===== src/rtl/wb_rr_arbiter_if.sv =====
// Bus bundle for the round-robin Wishbone arbiter. It carries the packed master-side
// vectors, the single slave-side port, and the status outputs (grant_o, timeout_o).
interface wb_rr_arbiter_if #(
   parameter int unsigned NUM_MASTERS = 2,
   parameter int unsigned aw          = 32,
   parameter int unsigned dw          = 32
);
   // master-facing side; master k owns slice [k*w +: w]
   logic [NUM_MASTERS*aw-1:0] m_adr_i;
   logic [NUM_MASTERS*dw-1:0] m_dat_i;
   logic [NUM_MASTERS*4-1:0]  m_sel_i;
   logic [NUM_MASTERS-1:0]    m_we_i;
   logic [NUM_MASTERS-1:0]    m_cyc_i;
   logic [NUM_MASTERS-1:0]    m_stb_i;
   logic [NUM_MASTERS*3-1:0]  m_cti_i;
   logic [NUM_MASTERS*2-1:0]  m_bte_i;
   logic [dw-1:0]             m_dat_o;
   logic [NUM_MASTERS-1:0]    m_ack_o;
   logic [NUM_MASTERS-1:0]    m_err_o;
   logic [NUM_MASTERS-1:0]    m_rty_o;

   // shared slave-facing side
   logic [aw-1:0]             s_adr_o;
   logic [dw-1:0]             s_dat_o;
   logic [3:0]                s_sel_o;
   logic                      s_we_o;
   logic                      s_cyc_o;
   logic                      s_stb_o;
   logic [2:0]                s_cti_o;
   logic [1:0]                s_bte_o;
   logic [dw-1:0]             s_dat_i;
   logic                      s_ack_i;
   logic                      s_err_i;
   logic                      s_rty_i;

   // status
   logic [NUM_MASTERS-1:0]    grant_o;
   logic                      timeout_o;

   // Environment side: the requesting masters together with the shared slave
   modport master (
      output m_adr_i, m_dat_i, m_sel_i, m_we_i, m_cyc_i, m_stb_i, m_cti_i, m_bte_i,
      output s_dat_i, s_ack_i, s_err_i, s_rty_i,
      input  m_dat_o, m_ack_o, m_err_o, m_rty_o,
      input  s_adr_o, s_dat_o, s_sel_o, s_we_o, s_cyc_o, s_stb_o, s_cti_o, s_bte_o,
      input  grant_o, timeout_o
   );

   // Arbiter side
   modport slave (
      input  m_adr_i, m_dat_i, m_sel_i, m_we_i, m_cyc_i, m_stb_i, m_cti_i, m_bte_i,
      input  s_dat_i, s_ack_i, s_err_i, s_rty_i,
      output m_dat_o, m_ack_o, m_err_o, m_rty_o,
      output s_adr_o, s_dat_o, s_sel_o, s_we_o, s_cyc_o, s_stb_o, s_cti_o, s_bte_o,
      output grant_o, timeout_o
   );
endinterface


===== src/rtl/wb_rr_arbiter.sv =====
// Round-robin Wishbone B3 arbiter: one owner per whole cyc tenure, with a
// per-beat watchdog that ends hung transfers by signalling an error.
module wb_rr_arbiter #(
   parameter int unsigned NUM_MASTERS = 2,
   parameter int unsigned aw          = 32,
   parameter int unsigned dw          = 32,
   parameter int unsigned TIMEOUT     = 256
) (
   input logic           wb_clk_i,
   input logic           wb_rst_i,
   wb_rr_arbiter_if.slave bus
);
   localparam int unsigned  IW       = (NUM_MASTERS > 1) ? $clog2(NUM_MASTERS) : 1;
   localparam int unsigned  CW       = (TIMEOUT > 2) ? $clog2(TIMEOUT) : 1;
   localparam logic         WD_EN    = (TIMEOUT != 0);
   localparam logic [CW-1:0] CNT_MAX = CW'((TIMEOUT != 0) ? TIMEOUT - 1 : 0);
   localparam logic [IW-1:0] LAST_RST = IW'(NUM_MASTERS - 1);

   typedef enum logic {ST_IDLE, ST_OWNED} state_e;

   state_e                 state_q, state_d;
   logic [NUM_MASTERS-1:0] grant_q, grant_d;
   logic [IW-1:0]          last_q, last_d;   // last winner; equals the owner while OWNED
   logic [CW-1:0]          cnt_q, cnt_d;

   logic                   pick_vld;
   logic [IW-1:0]          pick;
   logic [IW-1:0]          idx;
   logic                   owned;
   logic                   own_cyc;
   logic                   stb_raw;
   logic                   resp;
   logic                   fire;

   // Round-robin pick and tenure FSM next-state
   always_comb begin
      state_d  = state_q;
      grant_d  = grant_q;
      last_d   = last_q;
      pick_vld = 1'b0;
      pick     = last_q;
      idx      = '0;
      for (int unsigned i = 1; i <= NUM_MASTERS; i++) begin
         idx = IW'((32'(last_q) + i) % NUM_MASTERS);
         if (!pick_vld && bus.m_cyc_i[idx]) begin
            pick_vld = 1'b1;
            pick     = idx;
         end
      end
      case (state_q)
         ST_IDLE: begin
            if (pick_vld) begin
               state_d = ST_OWNED;
               grant_d = NUM_MASTERS'(1) << pick;
               last_d  = pick;
            end
         end
         ST_OWNED: begin
            if (!bus.m_cyc_i[last_q]) begin
               state_d = ST_IDLE;
               grant_d = '0;
            end
         end
         default: begin
            state_d = ST_IDLE;
            grant_d = '0;
         end
      endcase
   end

   // Watchdog: counts unanswered strobe cycles; fires on the last allowed one
   always_comb begin
      owned   = (state_q == ST_OWNED);
      own_cyc = owned & bus.m_cyc_i[last_q];
      stb_raw = own_cyc & bus.m_stb_i[last_q];
      resp    = bus.s_ack_i | bus.s_err_i | bus.s_rty_i;
      fire    = WD_EN & stb_raw & ~resp & (cnt_q == CNT_MAX);
      cnt_d   = '0;
      if (WD_EN && stb_raw && !resp && !fire) begin
         cnt_d = cnt_q + CW'(1);
      end
   end

   // State, grant, pointer and watchdog registers
   always_ff @(posedge wb_clk_i or negedge wb_rst_i) begin
      if (!wb_rst_i) begin
         state_q <= ST_IDLE;
         grant_q <= '0;
         last_q  <= LAST_RST;
         cnt_q   <= '0;
      end else begin
         state_q <= state_d;
         grant_q <= grant_d;
         last_q  <= last_d;
         cnt_q   <= cnt_d;
      end
   end

   // Slave-side mux from the registered owner; zero when idle. A firing
   // watchdog withdraws the strobe so the beat is terminated only once.
   assign bus.s_adr_o   = owned ? bus.m_adr_i[32'(last_q) * aw +: aw] : '0;
   assign bus.s_dat_o   = owned ? bus.m_dat_i[32'(last_q) * dw +: dw] : '0;
   assign bus.s_sel_o   = owned ? bus.m_sel_i[32'(last_q) * 4 +: 4]   : '0;
   assign bus.s_cti_o   = owned ? bus.m_cti_i[32'(last_q) * 3 +: 3]   : '0;
   assign bus.s_bte_o   = owned ? bus.m_bte_i[32'(last_q) * 2 +: 2]   : '0;
   assign bus.s_we_o    = owned & bus.m_we_i[last_q];
   assign bus.s_cyc_o   = own_cyc;
   assign bus.s_stb_o   = stb_raw & ~fire;

   // Responses routed to the owner only
   assign bus.m_dat_o   = bus.s_dat_i;
   assign bus.m_ack_o   = grant_q & {NUM_MASTERS{bus.s_ack_i}};
   assign bus.m_err_o   = grant_q & {NUM_MASTERS{bus.s_err_i | fire}};
   assign bus.m_rty_o   = grant_q & {NUM_MASTERS{bus.s_rty_i}};
   assign bus.grant_o   = grant_q;
   assign bus.timeout_o = fire;
endmodule


===== src/flat_wrapper.sv =====
// flat-port wrapper written by rule: the top's interface ports become plain ports
module wb_rr_arbiter_flat 
#(
   parameter int unsigned NUM_MASTERS = 2,
   parameter int unsigned aw          = 32,
   parameter int unsigned dw          = 32,
   parameter int unsigned TIMEOUT     = 256
)
  (wb_clk_i, wb_rst_i, bus_m_adr_i, bus_m_dat_i, bus_m_sel_i, bus_m_we_i, bus_m_cyc_i, bus_m_stb_i, bus_m_cti_i, bus_m_bte_i, bus_s_dat_i, bus_s_ack_i, bus_s_err_i, bus_s_rty_i, bus_m_dat_o, bus_m_ack_o, bus_m_err_o, bus_m_rty_o, bus_s_adr_o, bus_s_dat_o, bus_s_sel_o, bus_s_we_o, bus_s_cyc_o, bus_s_stb_o, bus_s_cti_o, bus_s_bte_o, bus_grant_o, bus_timeout_o);
  wb_rr_arbiter_if #(.NUM_MASTERS(NUM_MASTERS), .aw(aw), .dw(dw)) bus_i ();
  input logic wb_clk_i;
  input logic wb_rst_i;
  input wire logic [$bits(bus_i.m_adr_i)-1:0] bus_m_adr_i;
  input wire logic [$bits(bus_i.m_dat_i)-1:0] bus_m_dat_i;
  input wire logic [$bits(bus_i.m_sel_i)-1:0] bus_m_sel_i;
  input wire logic [$bits(bus_i.m_we_i)-1:0] bus_m_we_i;
  input wire logic [$bits(bus_i.m_cyc_i)-1:0] bus_m_cyc_i;
  input wire logic [$bits(bus_i.m_stb_i)-1:0] bus_m_stb_i;
  input wire logic [$bits(bus_i.m_cti_i)-1:0] bus_m_cti_i;
  input wire logic [$bits(bus_i.m_bte_i)-1:0] bus_m_bte_i;
  input wire logic [$bits(bus_i.s_dat_i)-1:0] bus_s_dat_i;
  input wire logic [$bits(bus_i.s_ack_i)-1:0] bus_s_ack_i;
  input wire logic [$bits(bus_i.s_err_i)-1:0] bus_s_err_i;
  input wire logic [$bits(bus_i.s_rty_i)-1:0] bus_s_rty_i;
  output wire logic [$bits(bus_i.m_dat_o)-1:0] bus_m_dat_o;
  output wire logic [$bits(bus_i.m_ack_o)-1:0] bus_m_ack_o;
  output wire logic [$bits(bus_i.m_err_o)-1:0] bus_m_err_o;
  output wire logic [$bits(bus_i.m_rty_o)-1:0] bus_m_rty_o;
  output wire logic [$bits(bus_i.s_adr_o)-1:0] bus_s_adr_o;
  output wire logic [$bits(bus_i.s_dat_o)-1:0] bus_s_dat_o;
  output wire logic [$bits(bus_i.s_sel_o)-1:0] bus_s_sel_o;
  output wire logic [$bits(bus_i.s_we_o)-1:0] bus_s_we_o;
  output wire logic [$bits(bus_i.s_cyc_o)-1:0] bus_s_cyc_o;
  output wire logic [$bits(bus_i.s_stb_o)-1:0] bus_s_stb_o;
  output wire logic [$bits(bus_i.s_cti_o)-1:0] bus_s_cti_o;
  output wire logic [$bits(bus_i.s_bte_o)-1:0] bus_s_bte_o;
  output wire logic [$bits(bus_i.grant_o)-1:0] bus_grant_o;
  output wire logic [$bits(bus_i.timeout_o)-1:0] bus_timeout_o;
  assign bus_i.m_adr_i = bus_m_adr_i;
  assign bus_i.m_dat_i = bus_m_dat_i;
  assign bus_i.m_sel_i = bus_m_sel_i;
  assign bus_i.m_we_i = bus_m_we_i;
  assign bus_i.m_cyc_i = bus_m_cyc_i;
  assign bus_i.m_stb_i = bus_m_stb_i;
  assign bus_i.m_cti_i = bus_m_cti_i;
  assign bus_i.m_bte_i = bus_m_bte_i;
  assign bus_i.s_dat_i = bus_s_dat_i;
  assign bus_i.s_ack_i = bus_s_ack_i;
  assign bus_i.s_err_i = bus_s_err_i;
  assign bus_i.s_rty_i = bus_s_rty_i;
  assign bus_m_dat_o = bus_i.m_dat_o;
  assign bus_m_ack_o = bus_i.m_ack_o;
  assign bus_m_err_o = bus_i.m_err_o;
  assign bus_m_rty_o = bus_i.m_rty_o;
  assign bus_s_adr_o = bus_i.s_adr_o;
  assign bus_s_dat_o = bus_i.s_dat_o;
  assign bus_s_sel_o = bus_i.s_sel_o;
  assign bus_s_we_o = bus_i.s_we_o;
  assign bus_s_cyc_o = bus_i.s_cyc_o;
  assign bus_s_stb_o = bus_i.s_stb_o;
  assign bus_s_cti_o = bus_i.s_cti_o;
  assign bus_s_bte_o = bus_i.s_bte_o;
  assign bus_grant_o = bus_i.grant_o;
  assign bus_timeout_o = bus_i.timeout_o;
  wb_rr_arbiter #(.NUM_MASTERS(NUM_MASTERS), .aw(aw), .dw(dw), .TIMEOUT(TIMEOUT)) u_core (.wb_clk_i(wb_clk_i), .wb_rst_i(wb_rst_i), .bus(bus_i));
endmodule

===== config.mk =====
export PLATFORM = sky130hd
export DESIGN_NAME = wb_rr_arbiter_flat
export DESIGN_NICKNAME = d
export VERILOG_FILES = /design/src/rtl/wb_rr_arbiter_if.sv /design/src/rtl/wb_rr_arbiter.sv /design/src/flat_wrapper.sv
export SDC_FILE = /design/constraint.sdc
export NUM_CORES = 1
export LEC_CHECK = 0
export BUFFER_PORTS_ARGS = -buffer_cell sky130_fd_sc_hd__buf_2
export CORE_AREA = 3 3 119 121
export DETAILED_ROUTE_END_ITERATION = 7
export DIE_AREA = 0 0 122 124
export PLACE_DENSITY = 0.48
export SETUP_SLACK_MARGIN = 0.02
export SLEW_MARGIN = 15
export SYNTH_ARGS = -nofsm -noshare
export SYNTH_HDL_FRONTEND = slang
export SYNTH_SLANG_ARGS = --single-unit

===== constraint.sdc =====
create_clock -name wb_clk_i -period 3.6 [get_ports wb_clk_i]
set_input_delay 0.54 -clock wb_clk_i [delete_from_list [all_inputs] [get_ports wb_clk_i]]
set_output_delay 0.54 -clock wb_clk_i [all_outputs]
set_load 0.03 [all_outputs]

==> results.sh <==
export IMPL_path_cells="buf_12 -> mux2i_1 -> nor2b_1 -> buf_2"
export IMPL_cts_root_buf="clkbuf_16"
export IMPL_mostFrequentLayoutCell="buf_2"
export IMPL_die_w_microns=122
export IMPL_dpl_cell_area_sq_mm=0.00338
export IMPL_hold_viol_final=0
export IMPL_drv_slew=0
export IMPL_area_delta_synth_final_pct=52.8
export IMPL_cts_tree="done"
export IMPL_rsz0062_at_grt="no"
export IMPL_crit_arrival_ps=2110
export IMPL_min_path_type="in -> async"
export IMPL_overflow=0
export IMPL_synth_async_reset_ratio_pct=100
export IMPL_worst_pin_slew_ps=584
export IMPL_max_freq_mhz=378
export IMPL_leakagePower_uw=0.00189
export IMPL_crit_fanout=44
export IMPL_slew_headroom_pct=61.1
export IMPL_synth_compound_area_share_pct=6.12
export IMPL_grt_pass1_wl_mm=12.2
export IMPL_hpwl_mm=7.30
export IMPL_synth_top_family_by_area="multiplexers"
export IMPL_setup_viol=0
export IMPL_skew_ps=0.874
export IMPL_antenna_found_initial=4
export IMPL_cts_hold_buf=0
export IMPL_rrSetupSlack_ps=1700
export IMPL_grt_max_degree=48
export IMPL_status="completed"
export IMPL_wl_per_cell_microns=13.2
export IMPL_tns_ps=0
export IMPL_clock_sinks=12
export IMPL_cap_violations=0
export IMPL_totalWireLength_mm=8.57
export IMPL_cts_resized=0
export IMPL_drc=0
export IMPL_seq_area_frac_synth_pct=13.3
export IMPL_ff2ff_path_depth=3
export IMPL_regToRegStartpoint="u_core.last_q"
export IMPL_first_global_vias=2494
export IMPL_final_cell_mix="241 x buf_2, 75 x mux2i_1, 75 x nor2b_1"
export IMPL_dr_total_vias=2646
export IMPL_nets=665
export IMPL_die_h_microns=124
export IMPL_slowest_delay_ps=980
export IMPL_yosysWarnings=0
export IMPL_path_delay_family="flip-flops"
export IMPL_num_rows=42
export IMPL_antennaDiodeCount=0
export IMPL_final_area_sq_mm=0.00347
export IMPL_cts_max_path_buffers=2
export IMPL_synthMuxAreaShare_pct=33.1
export IMPL_clk_pin_slew_ps=40
export IMPL_routed_via_density=4.07
export IMPL_synth_fp_nets=469
export IMPL_slowest_stage="dfstp_4"
export IMPL_drtAntennaViolNets=0
export IMPL_cts_setup_buffers=0
export IMPL_ys_ff_latch=12
export IMPL_crit_required_ps=3060
export IMPL_power_density_mw_per_mm2=660
export IMPL_synthXorXnorAreaFrac_pct=1.16
export IMPL_worst_setup_path_type="reg -> out"
export IMPL_syn_inst=279
export IMPL_drive_above_1_share_pct=53.4
export IMPL_numCtsBuffers=3
export IMPL_gp_congestion=0.763
export IMPL_timing_final_crit_share_pct=73.5
export IMPL_synth_distinct_cells=36
export IMPL_timing_rr_end="u_core.cnt_q[7]"
export IMPL_worst_setup_path_end_kind="primary output"
export IMPL_grt_usage_pct=9.84
export IMPL_insertion_delay_ps=240
export IMPL_cts_max_level=1
export IMPL_ys_flop_type="dfrtp_1"
export IMPL_ir_drop_v=0.000235
export IMPL_core_sq_mm=0.0132
export IMPL_synth_edf_count=0
export IMPL_port_buffers=241
export IMPL_first_iter_violations=69
export IMPL_die_area_sq_mm=0.0151
export IMPL_dr_pass1_iters=4
export IMPL_startpoint_type="flop"
export IMPL_initial_utilization_pct=17.2
export IMPL_path_buf_inv=2
export IMPL_pin_count=306
export IMPL_synth_area_per_cell_sq_um=8.13
export IMPL_synth_adder_area_share_pct=0.552
export IMPL_netlist_area_sq_mm=0.00227
export IMPL_min_period_ps=2650
export IMPL_synth_simple_area_share_pct=29.9
## synth_stat cells (4+ instances only)
cell type / number / area share, %
mux2i_1: 75 / 33
nor2b_1: 75 / 21
buf_4: 40 / 13
dfrtp_1: 11 / 12
o21ai_0: 10 / 2.2
clkbuf_1: 9 / 1.5
nor2_1: 6 / 0.99
and2_1: 5 / 1.4
nand3_1: 5 / 1.1
a21oi_1: 4 / 0.88
nor3_1: 4 / 0.88
## metal layers
layer | part of all wire (%) | global-route usage (%) | routed length [microns]
met4 | 0.93 | 2.17 | 80
met5 | 0.64 | 0 | 55
met1 | 38 | 11.8 | 3260
met2 | 51 | 17.2 | 4350
met3 | 9.5 | 3.18 | 818
## through the flow
stage | total power, uW | worst slack [ps] | hold slack, ps | utilization, % | cells
floorplan | 1680 | 1350 | 244 | - | 279
global placement | 2070 | 1200 | 429 | 25.6 | 646
detailed placement | 2090 | 1170 | 428 | 25.6 | 646
CTS | 2320 | 909 | 169 | 26.3 | 650
global route | 2450 | 810 | 178 | 26.3 | 650
finish | 2290 | 952 | 165 | 26.3 | 650
## power by group
part	leakage, uW	switching, uW	internal [uW]
Combinational	0.00168	1060	678
Sequential	0.000159	155	166
Clock	0.0000442	59.3	168
Total	0.00189	1280	1010
## kinds of logic after synthesis
kind of cell / Yosys count
AOI/OAI and AO/OA: 22
xor gates and xnor gates: 3
adders and majority gates: 1
buffers and inverters: 55
DFF: 12
muxes: 75
and+or+nand+nor: 111
## registers in the layout (all words and copies together) (netlist names)
register,cells
u_core.bus.grant_o,2
u_core.cnt_q,8
u_core.last_q,1
u_core.owned,1
## worst max-delay path by stage
| stage | from | endpoint | cells past startpoint |
|---|---|---|---|
| 2_1_floorplan | bus_s_ack_i | bus_m_err_o[0] | 3 |
| 3_3_place_gp | u_core.last_q | bus_s_dat_o[30] | 4 |
| 3_5_place_dp | u_core.last_q | bus_s_dat_o[30] | 4 |
| 4_1_cts | u_core.last_q | bus_s_dat_o[30] | 4 |
| 5_1_grt | u_core.last_q | bus_m_err_o[0] | 4 |
| 6_report | u_core.last_q | bus_s_dat_o[30] | 4 |
## layout make-up
type,count,area [sq um]
Sequential cell,12,307
Clock buffer,4,88.8
Inverter,3,11.3
Tap cell,176,220
Timing Repair Buffer,243,1230
Multi-Input combinational cell,212,1610
Fill cell,1444,9720
Note: power is estimated with default switching activity, not from simulation.
